[config.mk]
export PLATFORM = sky130hd
export DESIGN_NAME = serial_subtractor
export DESIGN_NICKNAME = d
export VERILOG_FILES = /design/src/rtl/serial_subtractor.sv
export SDC_FILE = /design/constraint.sdc
export NUM_CORES = 1
export LEC_CHECK = 0
export BUFFER_PORTS_ARGS = -buffer_cell sky130_fd_sc_hd__buf_2
export CELL_PAD_IN_SITES_DETAIL_PLACEMENT = 0
export CELL_PAD_IN_SITES_GLOBAL_PLACEMENT = 2
export CORE_MARGIN = 1
export CORE_UTILIZATION = 37
export DETAILED_ROUTE_END_ITERATION = 10
export PLACE_DENSITY = 0.8
export SYNTH_ARGS = -nofsm -noshare
export SYNTH_HDL_FRONTEND = slang
export SYNTH_SLANG_ARGS = --single-unit
[constraint.sdc]
create_clock -name clk -period 5.4 [get_ports clk]
set_input_delay 1.08 -clock clk [delete_from_list [all_inputs] [get_ports clk]]
set_output_delay 1.08 -clock clk [all_outputs]
set_load 0.05 [all_outputs]
[src/rtl/serial_subtractor.sv]
// serial_subtractor: bit-serial LSB-first a - b with start/busy/done handshake
module serial_subtractor #(
  parameter int WIDTH = 32
) (
  input  logic             clk,
  input  logic             reset,
  input  logic             start,
  input  logic [WIDTH-1:0] a,
  input  logic [WIDTH-1:0] b,
  output logic             busy,
  output logic             done,
  output logic [WIDTH-1:0] diff,
  output logic             borrow_out,
  output logic             overflow,
  output logic             zero
);
  localparam int CNT_W = $clog2(WIDTH + 1);
  localparam logic [CNT_W-1:0] LAST = CNT_W'(WIDTH - 1);
  typedef enum logic [1:0] {IDLE, SHIFT, DONE} state_t;
  state_t state_q, state_d;
  logic [WIDTH-1:0] ra_q, ra_d, rb_q, rb_d, res_q, res_d, diff_q, diff_d, res_sh;
  logic [CNT_W-1:0] cnt_q, cnt_d;
  logic brw_q, brw_d, amsb_q, amsb_d, bmsb_q, bmsb_d;
  logic bo_q, bo_d, ov_q, ov_d, z_q, z_d;
  logic d_bit, brw_nx, last;
  assign busy       = state_q == SHIFT;
  assign done       = state_q == DONE;
  assign diff       = diff_q;
  assign borrow_out = bo_q;
  assign overflow   = ov_q;
  assign zero       = z_q;
  // next state: one full-subtractor step per SHIFT cycle, flags published on the last bit
  always_comb begin
    d_bit   = ra_q[0] ^ rb_q[0] ^ brw_q;
    brw_nx  = (~ra_q[0] & rb_q[0]) | (~(ra_q[0] ^ rb_q[0]) & brw_q);
    res_sh  = {d_bit, res_q[WIDTH-1:1]};
    last    = cnt_q == LAST;
    state_d = state_q;
    ra_d    = ra_q;
    rb_d    = rb_q;
    res_d   = res_q;
    cnt_d   = cnt_q;
    brw_d   = brw_q;
    amsb_d  = amsb_q;
    bmsb_d  = bmsb_q;
    diff_d  = diff_q;
    bo_d    = bo_q;
    ov_d    = ov_q;
    z_d     = z_q;
    case (state_q)
      IDLE: if (start) begin
        state_d = SHIFT;
        ra_d    = a;
        rb_d    = b;
        res_d   = '0;
        brw_d   = 1'b0;
        cnt_d   = '0;
        amsb_d  = a[WIDTH-1];
        bmsb_d  = b[WIDTH-1];
      end
      SHIFT: begin
        ra_d  = ra_q >> 1;
        rb_d  = rb_q >> 1;
        res_d = res_sh;
        brw_d = brw_nx;
        cnt_d = last ? '0 : cnt_q + 1'b1;
        if (last) begin
          state_d = DONE;
          diff_d  = res_sh;
          bo_d    = brw_nx;
          ov_d    = (amsb_q != bmsb_q) && (res_sh[WIDTH-1] != amsb_q);
          z_d     = res_sh == '0;
        end
      end
      DONE:    state_d = IDLE;
      default: state_d = IDLE;
    endcase
  end
  // state and datapath registers, cleared asynchronously so an in-flight op is dropped
  always_ff @(posedge clk or posedge reset) begin
    if (reset) begin
      state_q <= IDLE;
      ra_q    <= '0;
      rb_q    <= '0;
      res_q   <= '0;
      cnt_q   <= '0;
      brw_q   <= 1'b0;
      amsb_q  <= 1'b0;
      bmsb_q  <= 1'b0;
      diff_q  <= '0;
      bo_q    <= 1'b0;
      ov_q    <= 1'b0;
      z_q     <= 1'b0;
    end else begin
      state_q <= state_d;
      ra_q    <= ra_d;
      rb_q    <= rb_d;
      res_q   <= res_d;
      cnt_q   <= cnt_d;
      brw_q   <= brw_d;
      amsb_q  <= amsb_d;
      bmsb_q  <= bmsb_d;
      diff_q  <= diff_d;
      bo_q    <= bo_d;
      ov_q    <= ov_d;
      z_q     <= z_d;
    end
  end
endmodule

==> flow_metrics.tcl, run 1 <==
set metrics [dict create \
    ant_nets 0 \
    syn2layout_area_growth_pct 21.4 \
    drive_above_1_share 0.286 \
    clkLatencyLatePin_ns 0.41 \
    clockPowerShare 0.345 \
    grt_setup_unrepaired "no" \
    cts_inserted_buffers 17 \
    cp_max_fo 31 \
    cts_tree "yes" \
    grt_pass1_vias 3920 \
    fill_cells 1436 \
    nets 655 \
    cts_max_path_buffers 2 \
    num_vias 3899 \
    antenna_found_initial 0 \
    max_slew.worst_pin.slew_ns 1.01 \
    power_frac_seq 0.460 \
    fin_crit_ns 3.20 \
    place_ws_ns 2.47 \
    maxCapViolCount 0 \
    pwr-share-comb 0.194 \
    cts_sinks 141 \
    relSlewSlack 0.323 \
    overflow 0 \
    drt_pass1_iterations 4 \
    ir_worst_vdd_uv 274 \
    grt_pass1_wl_um 19700 \
    cp.required_ns 4.32 \
    synthCells 493 \
    switching_share 0.291 \
    place_area_um2 6580 \
    globalplace.congestion 0.752 \
    first_iter_violations 180 \
    grt_max_degree 113 \
    setup_viol_count_final 0 \
    die-area_um2 16400 \
    status "finished, final reports clean" \
    core_um2 15400 \
    num_antenna_cells 0 \
    grtUsageTotal 0.156 \
    crit_path_end_kind "primary output" \
    avgSynthCellArea_um2 11.9 \
    skew_ns 0.00577 \
    netlist_area_um2 5890 \
    leakage_nw 3.42 \
    holdWs_ns 0.477 \
    ys_seq_area_frac 0.599 \
    cts_resized 0 \
    drcViolationCount 0 \
    setup-tns-final_ns 0 \
    finalHoldViolCount 0 \
    totalWireLength_um 11800 \
    max_freq_ghz 0.312 \
    routed_via_density 4.82 \
    die_w_um 128 \
    synthDistinctLibCells 29 \
    r2r_slack_ns 2.51 \
    switchingPower_mw 0.946 \
    period_share 0.593 \
    io_buffers 103 \
    start_kind "register" \
    ioPinCount 104 \
    power_density_nw_per_um2 455 \
    fin_ws_ns 2.20 \
    h-tree-depth 4 \
    start_util 0.383 \
    final_area_um2 7150 \
    p_total_mw 3.25 \
    hold_class "register to register" \
    yosys_warnings 0 \
    root_buffer "clkbuf_16" \
    die_y_um 128 \
    clkSlewWorstSetupHoldPaths_ns 0.06 \
    cts_hold_buf 0 \
    path_class "register to primary output" \
    worstPathArrival_ns 2.12 \
    hpwl_um 7450 \
    slew_violations 0 \
    cts_setup_buffers 0 \
    synth-seq-cells 141 \
    syn_nets 562 \
    core.rowCount 45 \
    p_int_mw 2.31 \
    wire_per_inst_um 14.6 \
]
==> worst paths after layout <==
check                           start  endpoint  depth (start not counted)
hold / removal               ra_q[16]  ra_q[16]                          2
hold reg to reg              ra_q[16]  ra_q[16]                          2
max in group asynchronous       reset     brw_q                          3
setup / recovery           state_q[1]      busy                          3
min in group asynchronous       reset  diff[12]                          2
setup reg to reg           state_q[1]  cnt_q[3]                          6
==> cell type report <==
cell class,count,area (um^2),area share
multi-input cells,314,2210,0.309
well taps,211,264,0.0369
clock buffers,25,485,0.0679
inverters,6,28.8,0.00403
flip-flops and latches,141,3530,0.494
clock inverters,6,85.1,0.0119
repair buffers,106,551,0.0770
==> power groups by stage <==
stage / clock network [mW] / logic [mW] / registers (mW)
after detailed placement: 0 / 0.648 / 1.51
after global placement: 0 / 0.627 / 1.51
after global routing: 1.21 / 0.715 / 1.54
after floorplan: 0 / 0.405 / 1.56
final: 1.12 / 0.633 / 1.50
after CTS: 1.16 / 0.648 / 1.50
==> through the flow <==
stage / utilization / std cells
CTS: 0.465 / 809
global placement: 0.428 / 778
detailed placement: 0.428 / 778
global route: 0.465 / 809
floorplan: - / 493
finish: 0.465 / 809
==> cells in the final DEF (no fill, tap or decap), drive strengths merged, types with 2 or more instances in the layout <==
cell        n
mux2i      62
nor4        8
nor2b       5
nand2      75
a21oi       4
nand2b      2
dfrtp     141
clkbuf     25
nor2        6
nand4       2
buf       106
a22o       32
o21ai      73
inv         5
clkinvlp    2
clkinv      3
bufinv      2
o31ai       2
mux2       34
==> worst max-delay path, cell delays in order (launching register included) <==
cell and delay (ns):
dfrtp_1 0.44, nand2b_2 0.81, clkinv_2 0.19, buf_2 0.27
==> cells by family after synthesis <==
family | count (synthesis) | synth area share
adder cells (fa/ha/maj) | 2 | 0.00552
AND/OR/NAND/NOR | 101 | 0.0735
XOR/XNOR | 2 | 0.00298
buffers and inverters | 38 | 0.0283
flip-flops | 141 | 0.599
multiplexers | 96 | 0.172
AO/OA/AOI/OAI | 113 | 0.118
==> synth_stat cells, drive strengths merged <==
library cell / number / area share
o21ai: 73 / 0.062
xor2: 1 / 0.0015
buf: 12 / 0.012
and3: 1 / 0.0011
nor4: 8 / 0.0085
nand2: 75 / 0.048
xnor2: 1 / 0.0015
inv: 6 / 0.0038
a22o: 32 / 0.048
a21oi: 4 / 0.0034
o21bai: 1 / 0.0013
nand4: 2 / 0.0021
o21a: 1 / 0.0013
mux2i: 62 / 0.11
nand3: 1 / 0.00085
dfrtp: 141 / 0.60
o31ai: 2 / 0.0025
clkbuf: 20 / 0.013
nand2b: 2 / 0.0021
mux2: 34 / 0.067
ha: 1 / 0.0021
fa: 1 / 0.0034
nor2b: 5 / 0.0053
nor2: 6 / 0.0038
or4: 1 / 0.0019
==> sequential cells by signal (all words and copies together), names as in the netlist <==
signal      count
bmsb_q          1
diff           32
ra_q           32
zero            1
res_q          31
overflow        1
amsb_q          1
borrow_out      1
state_q         2
rb_q           32
cnt_q           6
brw_q           1
==> routing by layer <==
metal | track usage | vias up | routed length (um)
met5 | 0 | - | 0
met4 | 0.0512 | 0 | 107
met3 | 0.0584 | 7 | 587
met2 | 0.244 | 79 | 5480
met1 | 0.200 | 1883 | 5610
li1 | - | 1930 | -
Note: power is estimated with default switching activity, not from simulation.
==> run 2, diff against run 1 <==
==> constraint.sdc (replaced) <==
create_clock -name clk -period 3.12 [get_ports clk]
set_input_delay 0.624 -clock clk [delete_from_list [all_inputs] [get_ports clk]]
set_output_delay 0.624 -clock clk [all_outputs]
set_load 0.05 [all_outputs]
==> run 2 against run 1 <==
Compared with the run above: sequential cell count stayed put; largest cell class unchanged; critical path depth unchanged; highest routed layer unchanged; cell count grew 0.49%.
==> flow_metrics.tcl, run 2 (same netlist as run 1, synthesis figures left out) <==
set metrics [dict create \
    critPathMaxStageDelay_ns 0.44 \
    first_iter_violations 214 \
    fin_crit_ns 2.35 \
    cp-startpoint "state_q[1]" \
    slowest_stage "nand2b_2" \
    cts_sinks 141 \
    most-common-layout-cells "141 x dfrtp_1, 103 x buf_2, 75 x nand2_1" \
    drt_pass1_iterations 4 \
    path_class "register to primary output" \
    cp.required_ns 2.50 \
    totalWireLength_um 11600 \
    post-route-util 0.471 \
    place_area_um2 6600 \
    r2r_start "state_q[1]" \
    fin_ws_ns 0.770 \
    h-tree-depth 4 \
    hold_class "input pin to async pin" \
    final_common_cell "dfrtp_1" \
    grt_pass1_vias 3889 \
    overflow 0 \
    setup-tns-final_ns 0 \
    num_antenna_cells 0 \
    cts_hold_buf 0 \
    drcViolationCount 0 \
    antenna_found_initial 0 \
    cts_inserted_buffers 17 \
    max_slew.worst_pin.slew_ns 0.850 \
    start_util 0.383 \
    start_kind "register" \
    drive_above_1_share 0.296 \
    grt_pass1_wl_um 19600 \
    skew_ns 0.00484 \
    grtUsageTotal 0.154 \
    hpwl_um 7600 \
    clkSlewWorstSetupHoldPaths_ns 0.05 \
    fill_cells 1446 \
    wire_per_inst_um 14.3 \
    num_vias 3893 \
    globalplace.congestion 0.710 \
    grt_setup_unrepaired "no" \
    leakage_nw 3.47 \
    cts_setup_buffers 0 \
    crit_chain "nand2b_2, clkinv_2, buf_2" \
    ioPinCount 104 \
    root_buffer "clkbuf_16" \
    cts_resized 0 \
    crit_path_end_kind "primary output" \
    nets 658 \
    slew_violations 0 \
    core.rowCount 45 \
    stdcell_count 813 \
    ir_worst_vdd_uv 496 \
    final_area_um2 7250 \
    status "finished, final reports clean" \
    power_density_nw_per_um2 808 \
    core_um2 15400 \
    syn2layout_area_growth_pct 23.1 \
    die_y_um 128 \
    relSlewSlack 0.434 \
    clkLatencyLatePin_ns 0.41 \
    place_ws_ns 0.842 \
    ant_nets 0 \
    cp_max_fo 15 \
    max_freq_ghz 0.425 \
    die_w_um 128 \
    setup_viol_count_final 0 \
    grt_max_degree 121 \
    period_share 0.753 \
    maxCapViolCount 0 \
    worstPathArrival_ns 1.73 \
    io_buffers 103 \
    dp.cells 781 \
    cts_max_path_buffers 2 \
    cts_tree "yes" \
    routed_via_density 4.79 \
    finalHoldViolCount 0 \
    die-area_um2 16400 \
]
==> run 2: cell types whose count changed in the layout (fill, tap and decap cells not counted) <==
cell,delta
clkinv_4,+2
clkbuf_8,+1
clkinv_2,-1
bufinv_16,+2
buf_4,+3
clkbuf_1,-3
clkinvlp_4,+1
inv_6,-1
==> run 2: final timing paths <==
kind                       slack (ns)  endpoint  cells past startpoint
setup / recovery                 0.77      busy                      3
min in group clk                 0.47    bmsb_q                      2
hold / removal                   0.24  diff[12]                      2
max in group asynchronous        1.92  rb_q[10]                      3
hold reg to reg                  0.48  rb_q[15]                      2
setup reg to reg                 0.83  diff[17]                      3
==> run 2: final cells by class <==
type	count	area, um^2	area share
flip-flops and latches	141	3530	0.487
multi-input cells	314	2210	0.305
repair buffers	109	573	0.0791
clock buffers	23	488	0.0673
well taps	211	264	0.0364
clock inverters	9	158	0.0218
inverters	6	27.5	0.00380
==> run 2: worst max-delay path, delay by kind of cell, from the launching register on <==
family                 cells  cell delay, ns
AND/OR/NAND/NOR            1            0.44
flip-flops                 1            0.43
buffers and inverters      2            0.43
==> run 2: where the power goes <==
part           leakage [nW]  switching [mW]  internal, mW
combinational          1.38           0.618         0.475
sequential             1.78           0.304          2.29
clock                 0.310           0.743          1.42
total                  3.47            1.67          4.19
==> run 2: metrics by stage <==
stage,power [mW],hold slack (ns)
6_report,5.85,0.239
5_1_grt,6.19,0.262
4_1_cts,5.94,0.234
3_5_place_dp,3.74,0.469
3_3_place_gp,3.69,0.461
2_1_floorplan,3.40,0.449
==> run 2: per-layer routing <==
layer | part of all wire | wire, um | up-vias | GRT usage
li1 | - | - | 1946 | -
met1 | 0.48 | 5570 | 1865 | 0.199
met5 | 0 | 0 | - | 0
met2 | 0.47 | 5420 | 72 | 0.238
met3 | 0.047 | 547 | 10 | 0.0568
met4 | 0.0093 | 108 | 0 | 0.0519
